## src/rtl/multicycle_ctrl_v2_pkg.sv

```systemverilog
// Shared types and encodings for the multicycle MIPS controller.
// States, opcode/funct constants, ALU/PCSrc codes and trap causes.
package multicycle_ctrl_pkg;

   typedef enum logic [3:0] {
      S_IF,
      S_ID,
      S_EXEC_R,
      S_EXEC_I,
      S_WB,
      S_MEM_ADDR,
      S_MEM_RD,
      S_MEM_WR,
      S_MEM_WB,
      S_BRANCH,
      S_JUMP,
      S_JAL,
      S_JR,
      S_TRAP
   } state_e;

   localparam logic [5:0] OP_RTYPE = 6'b000000;
   localparam logic [5:0] OP_ADDI  = 6'b001000;
   localparam logic [5:0] OP_ANDI  = 6'b001100;
   localparam logic [5:0] OP_ORI   = 6'b001101;
   localparam logic [5:0] OP_SLTI  = 6'b001010;
   localparam logic [5:0] OP_LW    = 6'b100011;
   localparam logic [5:0] OP_SW    = 6'b101011;
   localparam logic [5:0] OP_BEQ   = 6'b000100;
   localparam logic [5:0] OP_BNE   = 6'b000101;
   localparam logic [5:0] OP_J     = 6'b000010;
   localparam logic [5:0] OP_JAL   = 6'b000011;

   localparam logic [5:0] FN_ADD = 6'b100000;
   localparam logic [5:0] FN_SUB = 6'b100010;
   localparam logic [5:0] FN_AND = 6'b100100;
   localparam logic [5:0] FN_OR  = 6'b100101;
   localparam logic [5:0] FN_SLT = 6'b101010;
   localparam logic [5:0] FN_JR  = 6'b001000;

   localparam logic [2:0] ALU_AND = 3'b000;
   localparam logic [2:0] ALU_OR  = 3'b001;
   localparam logic [2:0] ALU_ADD = 3'b010;
   localparam logic [2:0] ALU_SUB = 3'b110;
   localparam logic [2:0] ALU_SLT = 3'b111;

   localparam logic [2:0] PC_ALU    = 3'b000;
   localparam logic [2:0] PC_JUMP   = 3'b001;
   localparam logic [2:0] PC_ALUOUT = 3'b010;
   localparam logic [2:0] PC_REGA   = 3'b011;
   localparam logic [2:0] PC_TRAP   = 3'b100;

   localparam logic [1:0] SRCB_REGB  = 2'b00;
   localparam logic [1:0] SRCB_FOUR  = 2'b01;
   localparam logic [1:0] SRCB_IMM   = 2'b10;
   localparam logic [1:0] SRCB_SHIMM = 2'b11;

   localparam logic [1:0] CAUSE_NONE    = 2'b00;
   localparam logic [1:0] CAUSE_ILLEGAL = 2'b01;
   localparam logic [1:0] CAUSE_TIMEOUT = 2'b10;

   typedef struct packed {
      logic       pc_write;
      logic       iord;
      logic       mem_write;
      logic       mem_read;
      logic       ir_write;
      logic       reg_dst;
      logic       wr_reg_sel;
      logic       mem_to_reg;
      logic       wr_data_sel;
      logic       reg_write;
      logic       src_a;
      logic [1:0] src_b;
      logic [2:0] pc_src;
      logic [2:0] alu_op;
      logic       trap;
   } ctl_t;

   function automatic logic funct_is_alu(input logic [5:0] fn);
      return fn inside {FN_ADD, FN_SUB, FN_AND, FN_OR, FN_SLT};
   endfunction

   function automatic logic [2:0] funct_alu(input logic [5:0] fn);
      logic [2:0] op;
      op = ALU_ADD;
      unique case (1'b1)
         fn == FN_SUB: op = ALU_SUB;
         fn == FN_AND: op = ALU_AND;
         fn == FN_OR:  op = ALU_OR;
         fn == FN_SLT: op = ALU_SLT;
         default:      op = ALU_ADD;
      endcase
      return op;
   endfunction

   function automatic logic [2:0] imm_alu(input logic [5:0] opc);
      logic [2:0] op;
      op = ALU_ADD;
      unique case (1'b1)
         opc == OP_ANDI: op = ALU_AND;
         opc == OP_ORI:  op = ALU_OR;
         opc == OP_SLTI: op = ALU_SLT;
         default:        op = ALU_ADD;
      endcase
      return op;
   endfunction

   function automatic logic is_mem_state(input state_e s);
      return s inside {S_IF, S_MEM_RD, S_MEM_WR};
   endfunction

endpackage

```

## src/rtl/multicycle_ctrl_v2_if.sv

```systemverilog
// Controller <-> datapath bundle: IR/flags/ready in, enables and selects out.
// master = controller, slave = datapath.
interface multicycle_ctrl_v2_if #(
   parameter int ALUOP_W = 3
);
   logic [31:0]        instruction;
   logic               zeroflag;
   logic               mem_ready;
   logic               PCWrite;
   logic               IorD;
   logic               MemWrite;
   logic               MemRead;
   logic               IRWrite;
   logic               RegDst;
   logic               WriteRegSel;
   logic               MemtoReg;
   logic               WriteDataSel;
   logic               RegWrite;
   logic               ALUSrcA;
   logic [1:0]         ALUSrcB;
   logic [2:0]         PCSrc;
   logic [ALUOP_W-1:0] ALUoperation;
   logic               trap;
   logic [1:0]         trap_cause;

   modport master (
      input  instruction, zeroflag, mem_ready,
      output PCWrite, IorD, MemWrite, MemRead, IRWrite,
      output RegDst, WriteRegSel, MemtoReg, WriteDataSel,
      output RegWrite, ALUSrcA, ALUSrcB, PCSrc,
      output ALUoperation, trap, trap_cause
   );

   modport slave (
      output instruction, zeroflag, mem_ready,
      input  PCWrite, IorD, MemWrite, MemRead, IRWrite,
      input  RegDst, WriteRegSel, MemtoReg, WriteDataSel,
      input  RegWrite, ALUSrcA, ALUSrcB, PCSrc,
      input  ALUoperation, trap, trap_cause
   );
endinterface

```

## src/rtl/multicycle_ctrl_v2_mem_timer.sv

```systemverilog
// Memory-wait watchdog for the controller (present only with MEM_TIMEOUT_EN).
// expired fires while waiting once the count has reached TIMEOUT_CYCLES-1.
`ifdef MEM_TIMEOUT_EN
module mc_mem_timer #(
   parameter int TIMEOUT_CYCLES = 16
) (
   input  logic clk,
   input  logic rst,
   input  logic clear,
   input  logic waiting,
   output logic expired
);
   localparam logic [7:0] LIMIT = 8'(TIMEOUT_CYCLES - 1);

   logic [7:0] r_count;

   always_ff @(posedge clk or negedge rst) begin
      if (!rst) begin
         r_count <= 8'd0;
      end else if (clear) begin
         r_count <= 8'd0;
      end else if (waiting) begin
         r_count <= r_count + 8'd1;
      end
   end

   assign expired = waiting && (r_count == LIMIT);
endmodule
`endif

```

## src/rtl/multicycle_ctrl_v2.sv

```systemverilog
// Multicycle MIPS control FSM with ready handshake and trap path.
// Define MEM_TIMEOUT_EN to bound memory waits with mc_mem_timer.
module multicycle_ctrl_v2
   import multicycle_ctrl_pkg::*;
#(
   parameter int ALUOP_W        = 3,
   parameter int TIMEOUT_CYCLES = 16
) (
   input logic                clk,
   input logic                rst,
   multicycle_ctrl_v2_if.master bus
);
   state_e     r_state;
   state_e     w_next;
   logic [1:0] r_cause;
   logic [1:0] w_next_cause;
   ctl_t       w_ctl;
   logic [5:0] w_op;
   logic [5:0] w_fn;
   logic       w_ready;
   logic       w_expired;
   logic       w_dec_r;
   logic       w_dec_jr;
   logic       w_dec_imm;
   logic       w_dec_mem;
   logic       w_dec_br;
   logic       w_dec_j;
   logic       w_dec_jal;
   logic       w_unused_bits;

   if (TIMEOUT_CYCLES < 2 || TIMEOUT_CYCLES > 255) begin : g_bad_timeout
      $error("TIMEOUT_CYCLES must be within 2..255");
   end

   assign w_op          = bus.instruction[31:26];
   assign w_fn          = bus.instruction[5:0];
   assign w_ready       = bus.mem_ready;
   assign w_unused_bits = ^bus.instruction[25:6];

   assign w_dec_r   = (w_op == OP_RTYPE) && funct_is_alu(w_fn);
   assign w_dec_jr  = (w_op == OP_RTYPE) && (w_fn == FN_JR);
   assign w_dec_imm = w_op inside {OP_ADDI, OP_ANDI, OP_ORI, OP_SLTI};
   assign w_dec_mem = w_op inside {OP_LW, OP_SW};
   assign w_dec_br  = w_op inside {OP_BEQ, OP_BNE};
   assign w_dec_j   = (w_op == OP_J);
   assign w_dec_jal = (w_op == OP_JAL);

`ifdef MEM_TIMEOUT_EN
   logic w_waiting;
   logic w_clear;

   // Any state change restarts the count, which covers every memory-state entry.
   assign w_waiting = is_mem_state(r_state) && !w_ready;
   assign w_clear   = (w_next != r_state);

   mc_mem_timer #(
      .TIMEOUT_CYCLES(TIMEOUT_CYCLES)
   ) u_timer (
      .clk     (clk),
      .rst     (rst),
      .clear   (w_clear),
      .waiting (w_waiting),
      .expired (w_expired)
   );
`else
   assign w_expired = 1'b0;
`endif

   always_ff @(posedge clk or negedge rst) begin
      if (!rst) begin
         r_state <= S_IF;
         r_cause <= CAUSE_NONE;
      end else begin
         r_state <= w_next;
         if (w_next == S_TRAP) begin
            r_cause <= w_next_cause;
         end
      end
   end

   always_comb begin
      w_next       = r_state;
      w_next_cause = CAUSE_ILLEGAL;
      unique case (r_state)
         S_IF: begin
            if (w_ready) begin
               w_next = S_ID;
            end else if (w_expired) begin
               w_next       = S_TRAP;
               w_next_cause = CAUSE_TIMEOUT;
            end
         end
         S_ID: begin
            unique case (1'b1)
               w_dec_r:   w_next = S_EXEC_R;
               w_dec_jr:  w_next = S_JR;
               w_dec_imm: w_next = S_EXEC_I;
               w_dec_mem: w_next = S_MEM_ADDR;
               w_dec_br:  w_next = S_BRANCH;
               w_dec_j:   w_next = S_JUMP;
               w_dec_jal: w_next = S_JAL;
               default:   w_next = S_TRAP;
            endcase
         end
         S_EXEC_R, S_EXEC_I: w_next = S_WB;
         S_MEM_ADDR: begin
            w_next = (w_op == OP_SW) ? S_MEM_WR : S_MEM_RD;
         end
         S_MEM_RD: begin
            if (w_ready) begin
               w_next = S_MEM_WB;
            end else if (w_expired) begin
               w_next       = S_TRAP;
               w_next_cause = CAUSE_TIMEOUT;
            end
         end
         S_MEM_WR: begin
            if (w_ready) begin
               w_next = S_IF;
            end else if (w_expired) begin
               w_next       = S_TRAP;
               w_next_cause = CAUSE_TIMEOUT;
            end
         end
         S_WB, S_MEM_WB, S_BRANCH, S_JUMP,
         S_JAL, S_JR, S_TRAP: w_next = S_IF;
         default: w_next = S_IF;
      endcase
   end

   // Outputs are gated by rst so nothing asserts while reset is held.
   always_comb begin
      w_ctl = '0;
      if (rst) begin
         unique case (r_state)
            S_IF: begin
               w_ctl.mem_read = 1'b1;
               w_ctl.src_b    = SRCB_FOUR;
               w_ctl.alu_op   = ALU_ADD;
               w_ctl.pc_src   = PC_ALU;
               w_ctl.ir_write = w_ready;
               w_ctl.pc_write = w_ready;
            end
            S_ID: begin
               w_ctl.src_b  = SRCB_SHIMM;
               w_ctl.alu_op = ALU_ADD;
            end
            S_EXEC_R: begin
               w_ctl.src_a  = 1'b1;
               w_ctl.src_b  = SRCB_REGB;
               w_ctl.alu_op = funct_alu(w_fn);
            end
            S_EXEC_I: begin
               w_ctl.src_a  = 1'b1;
               w_ctl.src_b  = SRCB_IMM;
               w_ctl.alu_op = imm_alu(w_op);
            end
            S_WB: begin
               w_ctl.reg_write = 1'b1;
               w_ctl.reg_dst   = (w_op == OP_RTYPE);
            end
            S_MEM_ADDR: begin
               w_ctl.src_a  = 1'b1;
               w_ctl.src_b  = SRCB_IMM;
               w_ctl.alu_op = ALU_ADD;
            end
            S_MEM_RD: begin
               w_ctl.iord     = 1'b1;
               w_ctl.mem_read = 1'b1;
            end
            S_MEM_WR: begin
               w_ctl.iord      = 1'b1;
               w_ctl.mem_write = 1'b1;
            end
            S_MEM_WB: begin
               w_ctl.reg_write  = 1'b1;
               w_ctl.mem_to_reg = 1'b1;
            end
            S_BRANCH: begin
               w_ctl.src_a    = 1'b1;
               w_ctl.src_b    = SRCB_REGB;
               w_ctl.alu_op   = ALU_SUB;
               w_ctl.pc_src   = PC_ALUOUT;
               w_ctl.pc_write = (w_op == OP_BEQ) ? bus.zeroflag
                                                 : !bus.zeroflag;
            end
            S_JUMP: begin
               w_ctl.pc_src   = PC_JUMP;
               w_ctl.pc_write = 1'b1;
            end
            S_JAL: begin
               w_ctl.wr_reg_sel  = 1'b1;
               w_ctl.wr_data_sel = 1'b1;
               w_ctl.reg_write   = 1'b1;
               w_ctl.pc_src      = PC_JUMP;
               w_ctl.pc_write    = 1'b1;
            end
            S_JR: begin
               w_ctl.pc_src   = PC_REGA;
               w_ctl.pc_write = 1'b1;
            end
            S_TRAP: begin
               w_ctl.pc_src   = PC_TRAP;
               w_ctl.pc_write = 1'b1;
               w_ctl.trap     = 1'b1;
            end
            default: w_ctl = '0;
         endcase
      end
   end

   assign bus.PCWrite      = w_ctl.pc_write;
   assign bus.IorD         = w_ctl.iord;
   assign bus.MemWrite     = w_ctl.mem_write;
   assign bus.MemRead      = w_ctl.mem_read;
   assign bus.IRWrite      = w_ctl.ir_write;
   assign bus.RegDst       = w_ctl.reg_dst;
   assign bus.WriteRegSel  = w_ctl.wr_reg_sel;
   assign bus.MemtoReg     = w_ctl.mem_to_reg;
   assign bus.WriteDataSel = w_ctl.wr_data_sel;
   assign bus.RegWrite     = w_ctl.reg_write;
   assign bus.ALUSrcA      = w_ctl.src_a;
   assign bus.ALUSrcB      = w_ctl.src_b;
   assign bus.PCSrc        = w_ctl.pc_src;
   assign bus.ALUoperation = ALUOP_W'(w_ctl.alu_op);
   assign bus.trap         = w_ctl.trap;
   assign bus.trap_cause   = r_cause;
endmodule
```

## src/flat_wrapper.sv

```systemverilog
// flat-port wrapper written by rule: the top's interface ports become plain ports
module multicycle_ctrl_v2_flat import multicycle_ctrl_pkg::*;
#(
   parameter int ALUOP_W        = 3,
   parameter int TIMEOUT_CYCLES = 16
)
  (clk, rst, bus_instruction, bus_zeroflag, bus_mem_ready, bus_PCWrite, bus_IorD, bus_MemWrite, bus_MemRead, bus_IRWrite, bus_RegDst, bus_WriteRegSel, bus_MemtoReg, bus_WriteDataSel, bus_RegWrite, bus_ALUSrcA, bus_ALUSrcB, bus_PCSrc, bus_ALUoperation, bus_trap, bus_trap_cause);
  multicycle_ctrl_v2_if #(.ALUOP_W(ALUOP_W)) bus_i ();
  input logic clk;
  input logic rst;
  input wire logic [$bits(bus_i.instruction)-1:0] bus_instruction;
  input wire logic [$bits(bus_i.zeroflag)-1:0] bus_zeroflag;
  input wire logic [$bits(bus_i.mem_ready)-1:0] bus_mem_ready;
  output wire logic [$bits(bus_i.PCWrite)-1:0] bus_PCWrite;
  output wire logic [$bits(bus_i.IorD)-1:0] bus_IorD;
  output wire logic [$bits(bus_i.MemWrite)-1:0] bus_MemWrite;
  output wire logic [$bits(bus_i.MemRead)-1:0] bus_MemRead;
  output wire logic [$bits(bus_i.IRWrite)-1:0] bus_IRWrite;
  output wire logic [$bits(bus_i.RegDst)-1:0] bus_RegDst;
  output wire logic [$bits(bus_i.WriteRegSel)-1:0] bus_WriteRegSel;
  output wire logic [$bits(bus_i.MemtoReg)-1:0] bus_MemtoReg;
  output wire logic [$bits(bus_i.WriteDataSel)-1:0] bus_WriteDataSel;
  output wire logic [$bits(bus_i.RegWrite)-1:0] bus_RegWrite;
  output wire logic [$bits(bus_i.ALUSrcA)-1:0] bus_ALUSrcA;
  output wire logic [$bits(bus_i.ALUSrcB)-1:0] bus_ALUSrcB;
  output wire logic [$bits(bus_i.PCSrc)-1:0] bus_PCSrc;
  output wire logic [$bits(bus_i.ALUoperation)-1:0] bus_ALUoperation;
  output wire logic [$bits(bus_i.trap)-1:0] bus_trap;
  output wire logic [$bits(bus_i.trap_cause)-1:0] bus_trap_cause;
  assign bus_i.instruction = bus_instruction;
  assign bus_i.zeroflag = bus_zeroflag;
  assign bus_i.mem_ready = bus_mem_ready;
  assign bus_PCWrite = bus_i.PCWrite;
  assign bus_IorD = bus_i.IorD;
  assign bus_MemWrite = bus_i.MemWrite;
  assign bus_MemRead = bus_i.MemRead;
  assign bus_IRWrite = bus_i.IRWrite;
  assign bus_RegDst = bus_i.RegDst;
  assign bus_WriteRegSel = bus_i.WriteRegSel;
  assign bus_MemtoReg = bus_i.MemtoReg;
  assign bus_WriteDataSel = bus_i.WriteDataSel;
  assign bus_RegWrite = bus_i.RegWrite;
  assign bus_ALUSrcA = bus_i.ALUSrcA;
  assign bus_ALUSrcB = bus_i.ALUSrcB;
  assign bus_PCSrc = bus_i.PCSrc;
  assign bus_ALUoperation = bus_i.ALUoperation;
  assign bus_trap = bus_i.trap;
  assign bus_trap_cause = bus_i.trap_cause;
  multicycle_ctrl_v2 #(.ALUOP_W(ALUOP_W), .TIMEOUT_CYCLES(TIMEOUT_CYCLES)) u_core (.clk(clk), .rst(rst), .bus(bus_i));
endmodule
```

## config.mk

```make
export PLATFORM = sky130hd
export DESIGN_NAME = multicycle_ctrl_v2_flat
export DESIGN_NICKNAME = d
export VERILOG_FILES = /design/src/rtl/multicycle_ctrl_v2_pkg.sv /design/src/rtl/multicycle_ctrl_v2_if.sv /design/src/rtl/multicycle_ctrl_v2_mem_timer.sv /design/src/rtl/multicycle_ctrl_v2.sv /design/src/flat_wrapper.sv
export SDC_FILE = /design/constraint.sdc
export NUM_CORES = 1
export LEC_CHECK = 0
export ABC_AREA = 0
export CAP_MARGIN = 0
export CORE_MARGIN = 2
export CORE_UTILIZATION = 39
export DETAILED_ROUTE_END_ITERATION = 8
export PLACE_DENSITY = 0.81
export REMOVE_ABC_BUFFERS = 1
export SYNTH_ARGS = -nofsm -noshare
export SYNTH_HDL_FRONTEND = slang
export SYNTH_SLANG_ARGS = --single-unit
```

## constraint.sdc

```tcl
create_clock -name clk -period 2.1 [get_ports clk]
set_input_delay 0.42 -clock clk [delete_from_list [all_inputs] [get_ports clk]]
set_output_delay 0.42 -clock clk [all_outputs]
set_load 0.02 [all_outputs]
```

# Word level (Yosys, flattened, before mapping)
# Cells that the tools add are included.
# word_totals
regBits,5
latchBits,0
ramBits,0
rom_bits,0
inputBits,36
out_inout_bits,22
wordCells,74
memories,0
# classes
addsub,0
n_mul,0
div_mod_pow,0
n_lt_le_gt_ge,0
eq_ne,30
n_shift,0
muxes,24
bitwise,0
reduce_logical,18
# op_table
op,count
"equality test 6 bit, second input constant",7
one-hot mux 3 bit (4 select lines),3
"equality test 6 x 4 -> 1 bit, second input constant",5
"equality test 4 bit, second input constant",7
one-hot mux 4 bit (7 select lines),1
one-hot mux 4 bit (6 select lines),1
2-to-1 mux 20 bit,1
"equality test 4 x 3 -> 1 bit, second input constant",4
"equality test 6 x 2 -> 1 bit, second input constant",2
"equality test 6 x 3 -> 1 bit, second input constant",2
2-to-1 mux 1 bit,12
2-to-1 mux 4 bit,3
OR reduction 2 bit,5
one-hot mux 3 bit (3 select lines),1
"equality test 4 x 2 -> 1 bit, second input constant",2
OR reduction 4 bit,2
logical NOT 6 bit,1
one-hot mux 2 bit (3 select lines),1
OR reduction 3 bit,2
nonzero test 5 bit,1
"equality test 4 x 1 -> 1 bit, second input constant",1
logical NOT 4 bit,1
nonzero test 2 bit,2
nonzero test 4 bit,1
3 further kinds,4

# Logic depth before layout (Yosys ltp)
# depth
ltp_word,6
ltp_mapped,6
depth_no_buf,4

# Worst setup path after synthesis
# No wires, ideal clock.
# synth_timing
path_kind,in2out
start,input port bus_instruction[26]
end,output port bus_PCWrite
t_arrival_ns,1.657
required_ns,1.680
setup_slack_ns,0.023
stages,5
n_path_buf,1
cell_sequence,buf_6 -> or4_4 -> o21ai_1 -> nand4b_1 -> a21oi_1
# synth_between
elab_chain_len,4
# synth_rtl
item,line,text
from (decl),flat_wrapper.sv:11,input wire logic [$bits(bus_i.instruction)-1:0] bus_instruction;
equality test 6 x 3 -> 1 bit,multicycle_ctrl_v2.sv:184,w_ctl.pc_write = (w_op == OP_BEQ) ? bus.zeroflag
2-to-1 mux 1 bit,multicycle_ctrl_v2.sv:184,
one-hot mux 1 bit (3 select lines),multicycle_ctrl_v2.sv:135,unique case (r_state)
2-to-1 mux 20 bit,multicycle_ctrl_v2.sv:134,if (rst) begin
to (decl),flat_wrapper.sv:14,output wire logic [$bits(bus_i.PCWrite)-1:0] bus_PCWrite;
# Every way passes these cells.

# Worst setup path after layout
# layout_timing
start,register u_core.r_state[3]
end,output port bus_ALUoperation[2]
# layout_between
elab_chain_len,4
# layout_rtl
item,line,text
from (decl),multicycle_ctrl_v2.sv:13,state_e r_state;
from (signal assigned),multicycle_ctrl_v2.sv:74,r_state <= w_next;
equality test 4 x 3 -> 1 bit (tied with other cells),multicycle_ctrl_v2.sv:135,
OR reduction 3 bit (no line),--,
one-hot mux 3 bit (4 select lines) *,multicycle_ctrl_v2.sv:135,
2-to-1 mux 20 bit *,multicycle_ctrl_v2.sv:134,
to (decl),flat_wrapper.sv:27,output wire logic [$bits(bus_i.ALUoperation)-1:0] bus_ALUoperation;
# Every way passes the cells marked *; elsewhere a longest branch is shown, timed or not.

==> results.toml <==
[cts]
cts_buffer_depth = 2
cts_made_buffers = 3
cts.clk_slew.worst_paths_ns = 0.05
tritoncts = "built"
clk-insertion-delay-late_ns = 0.24
postCtsHoldBufs = 0
root_buffer = "clkbuf_4"
cts.sinks = 5
htree_levels = 1

[timing]
maxSlewHeadroom = 0.621
worst_hold_slack_ns = 0.329
finalSetupViolCount = 2
fin_skew_ns = 0.00276
period_share = 1.02
drv_slew = 0
hold_viol = 0
worstMarginPinSlew_ns = 0.555
max_freq_mhz = 465
setup_ws_ns = -0.0494
finalCriticalPeriod_ns = 2.15
rsz0062_at_grt = "yes"

[critical_path]
worstSetupPathType = "flip-flop to output pin"
startpoint_type = "flip-flop"
cp.required_ns = 1.68
max_stage_delay_ns = 0.51
cp_top_family = "simple AND/OR/NAND/NOR gates"
cp.arrival_ns = 1.73
path_cells = "nor2_4 > nand2_2 > or4b_4 > o21ai_2 > buf_6"
crit_path_max_fanout = 6
end_kind = "output pin"
slowest_stage = "or4b_4"
cp.buffers_inverters = 1

[die]
die_area_um2 = 3100
rows = 18
initial_core_util = 0.416
io_pins = 58
coreArea_um2 = 2500
dieHeight_um = 55.6
die_width_um = 55.6

[global_routing]
track_usage = 0.251
grt_max_degree = 14
first_global_vias = 1453
antenna_found_initial = 0
grt_pass1_wl_um = 6370
overflow = 0

[layout]
fin_area_um2 = 1880
synthToLayoutAreaGrowth_pct = 81.0
drive_gt1_frac = 0.455
fin_cells = 265
nNetsFinal = 272
diodes = 0

[placed_design]
portBuffers = 36
place_inst = 253
placed_area_um2 = 1720
gp_congestion = 0.932
dp_hpwl_um = 2850

[logic_synthesis]
dominantRegCellSynth = "dfrtp_1"
synth.distinct_cells = 53
yosys_warnings = 0
async_flop_share = 1.00
synth_enable_flop_cells = 0
syn_area_um2 = 1040
syn_area_per_cell_um2 = 6.89
synthCells = 151
yosysSeqAreaShare = 0.120
ys_ff_latch = 5

[detailed_routing]
drc_errors = 0
drt-initial-drc-count = 64
drt_wl_total_um = 4270
vias = 1548
antenna_left = 0
vias_per_cell = 5.84
firstDrtPassIters = 4
avgRoutedWirePerCell_um = 16.1

[outcome]
status = "finished, violations left"
violations = "setup timing"

[pwr]
vdd.ir_drop.worst_uv = 768
total_power_mw = 1.68
p_leak_nw = 0.845
powerDensity_nw_per_um2 = 891

[worst_hold_path]
min_path_type = "input port to async pin"

[run]
cap_viol_max_count = 0
registers in the layout, indices dropped and copies added (netlist names):
signal                 flops
u_core.bus.trap_cause      1
u_core.r_state             4
repair_timing:
action / in CTS / in global routing
resized for setup: 79 / 41
setup buffers: 6 / 3
setup endpoints to repair: 20 / 11
hold endpoints to repair: 0 / 0
pin swaps: 8 / 7
final timing paths:
path	cells after the start	endpoint	startpoint	slack [ns]
max in group asynchronous	2	u_core.r_state[3]	rst	1.61
hold reg to reg	1	u_core.bus.trap_cause[0]	u_core.bus.trap_cause[0]	0.48
min in group clk	1	u_core.bus.trap_cause[0]	u_core.bus.trap_cause[0]	0.48
hold / removal	2	u_core.r_state[2]	rst	0.33
setup / recovery	5	bus_ALUoperation[2]	u_core.r_state[3]	-0.05
setup reg to reg	7	u_core.r_state[3]	u_core.r_state[1]	0.30
layout make-up:
class	instances	area [um2]
multi-input combinational	124	870
timing repair buffer	98	803
fill	182	618
sequential	5	130
tap	30	37.5
clock buffer	4	26.3
inverter	4	15.0
cells in the mapped netlist, types with 2 or more instances:
library cell / number / area (um2)
nor2b_1: 6 / 37.5
buf_4: 6 / 45.0
a21oi_1: 8 / 40.0
o21ai_1: 3 / 15.0
a2111oi_0: 2 / 17.5
inv_1: 4 / 15.0
o211ai_1: 3 / 22.5
a31oi_1: 4 / 25.0
o311ai_1: 2 / 17.5
or3_1: 3 / 18.8
dfrtp_1: 5 / 125
nor3b_1: 4 / 30.0
nand2b_1: 7 / 43.8
nor2_1: 10 / 37.5
o21ai_0: 7 / 35.0
nand2_1: 14 / 52.6
nor3_1: 10 / 50.1
a32oi_1: 2 / 17.5
and2_1: 3 / 18.8
buf_6: 3 / 33.8
nand3b_1: 3 / 22.5
a211oi_1: 3 / 22.5
nor4bb_1: 2 / 20.0
o32ai_1: 2 / 17.5
buf_2: 7 / 35.0
stage by stage:
step	utilization	worst slack [ns]	setup TNS (ns)
2_1_floorplan	-	0.00986	0
3_5_place_dp	0.689	-0.916	-8.83
4_1_cts	0.718	-0.0104	-0.0104
5_1_grt	0.753	-0.0770	-0.164
3_3_place_gp	0.689	-0.861	-8.32
6_report	0.753	-0.0494	-0.0577
power breakdown:
group	switching (mW)	internal, mW	leakage [nW]	total (mW)
Combinational	0.678	0.692	0.774	1.37
Clock	0.0413	0.0720	0.0150	0.113
Sequential	0.0605	0.133	0.0554	0.193
Total	0.780	0.897	0.845	1.68
placed cells by master, fill, tap and decap left out, drive strengths merged, types with 5 or more instances in the layout:
cell type,count
a21oi,8
buf,71
clkbuf,9
dfrtp,5
dlygate4sd2,15
nand2,14
nand2b,8
nor2,11
nor2b,6
nor3,10
o21ai,10
cell families (layout without fill, tap and decap cells):
family / after synthesis / after routing / share of synthesized area
buffers and inverters: 22 / 106 / 0.131
other: 1 / 1 / 0.00361
XOR/XNOR: 2 / 2 / 0.0169
AND/OR/NAND/NOR: 76 / 76 / 0.434
flip-flops: 5 / 5 / 0.120
AO/OA/AOI/OAI: 45 / 45 / 0.294
routing by layer:
metal	track usage	vias to the layer above	routed length, um
met5	0	-	0
met3	0.0233	8	285
li1	-	726	-
met1	0.299	745	1710
met2	0.466	69	2230
met4	0.0801	0	53
Note: power is estimated with default switching activity, not from simulation.
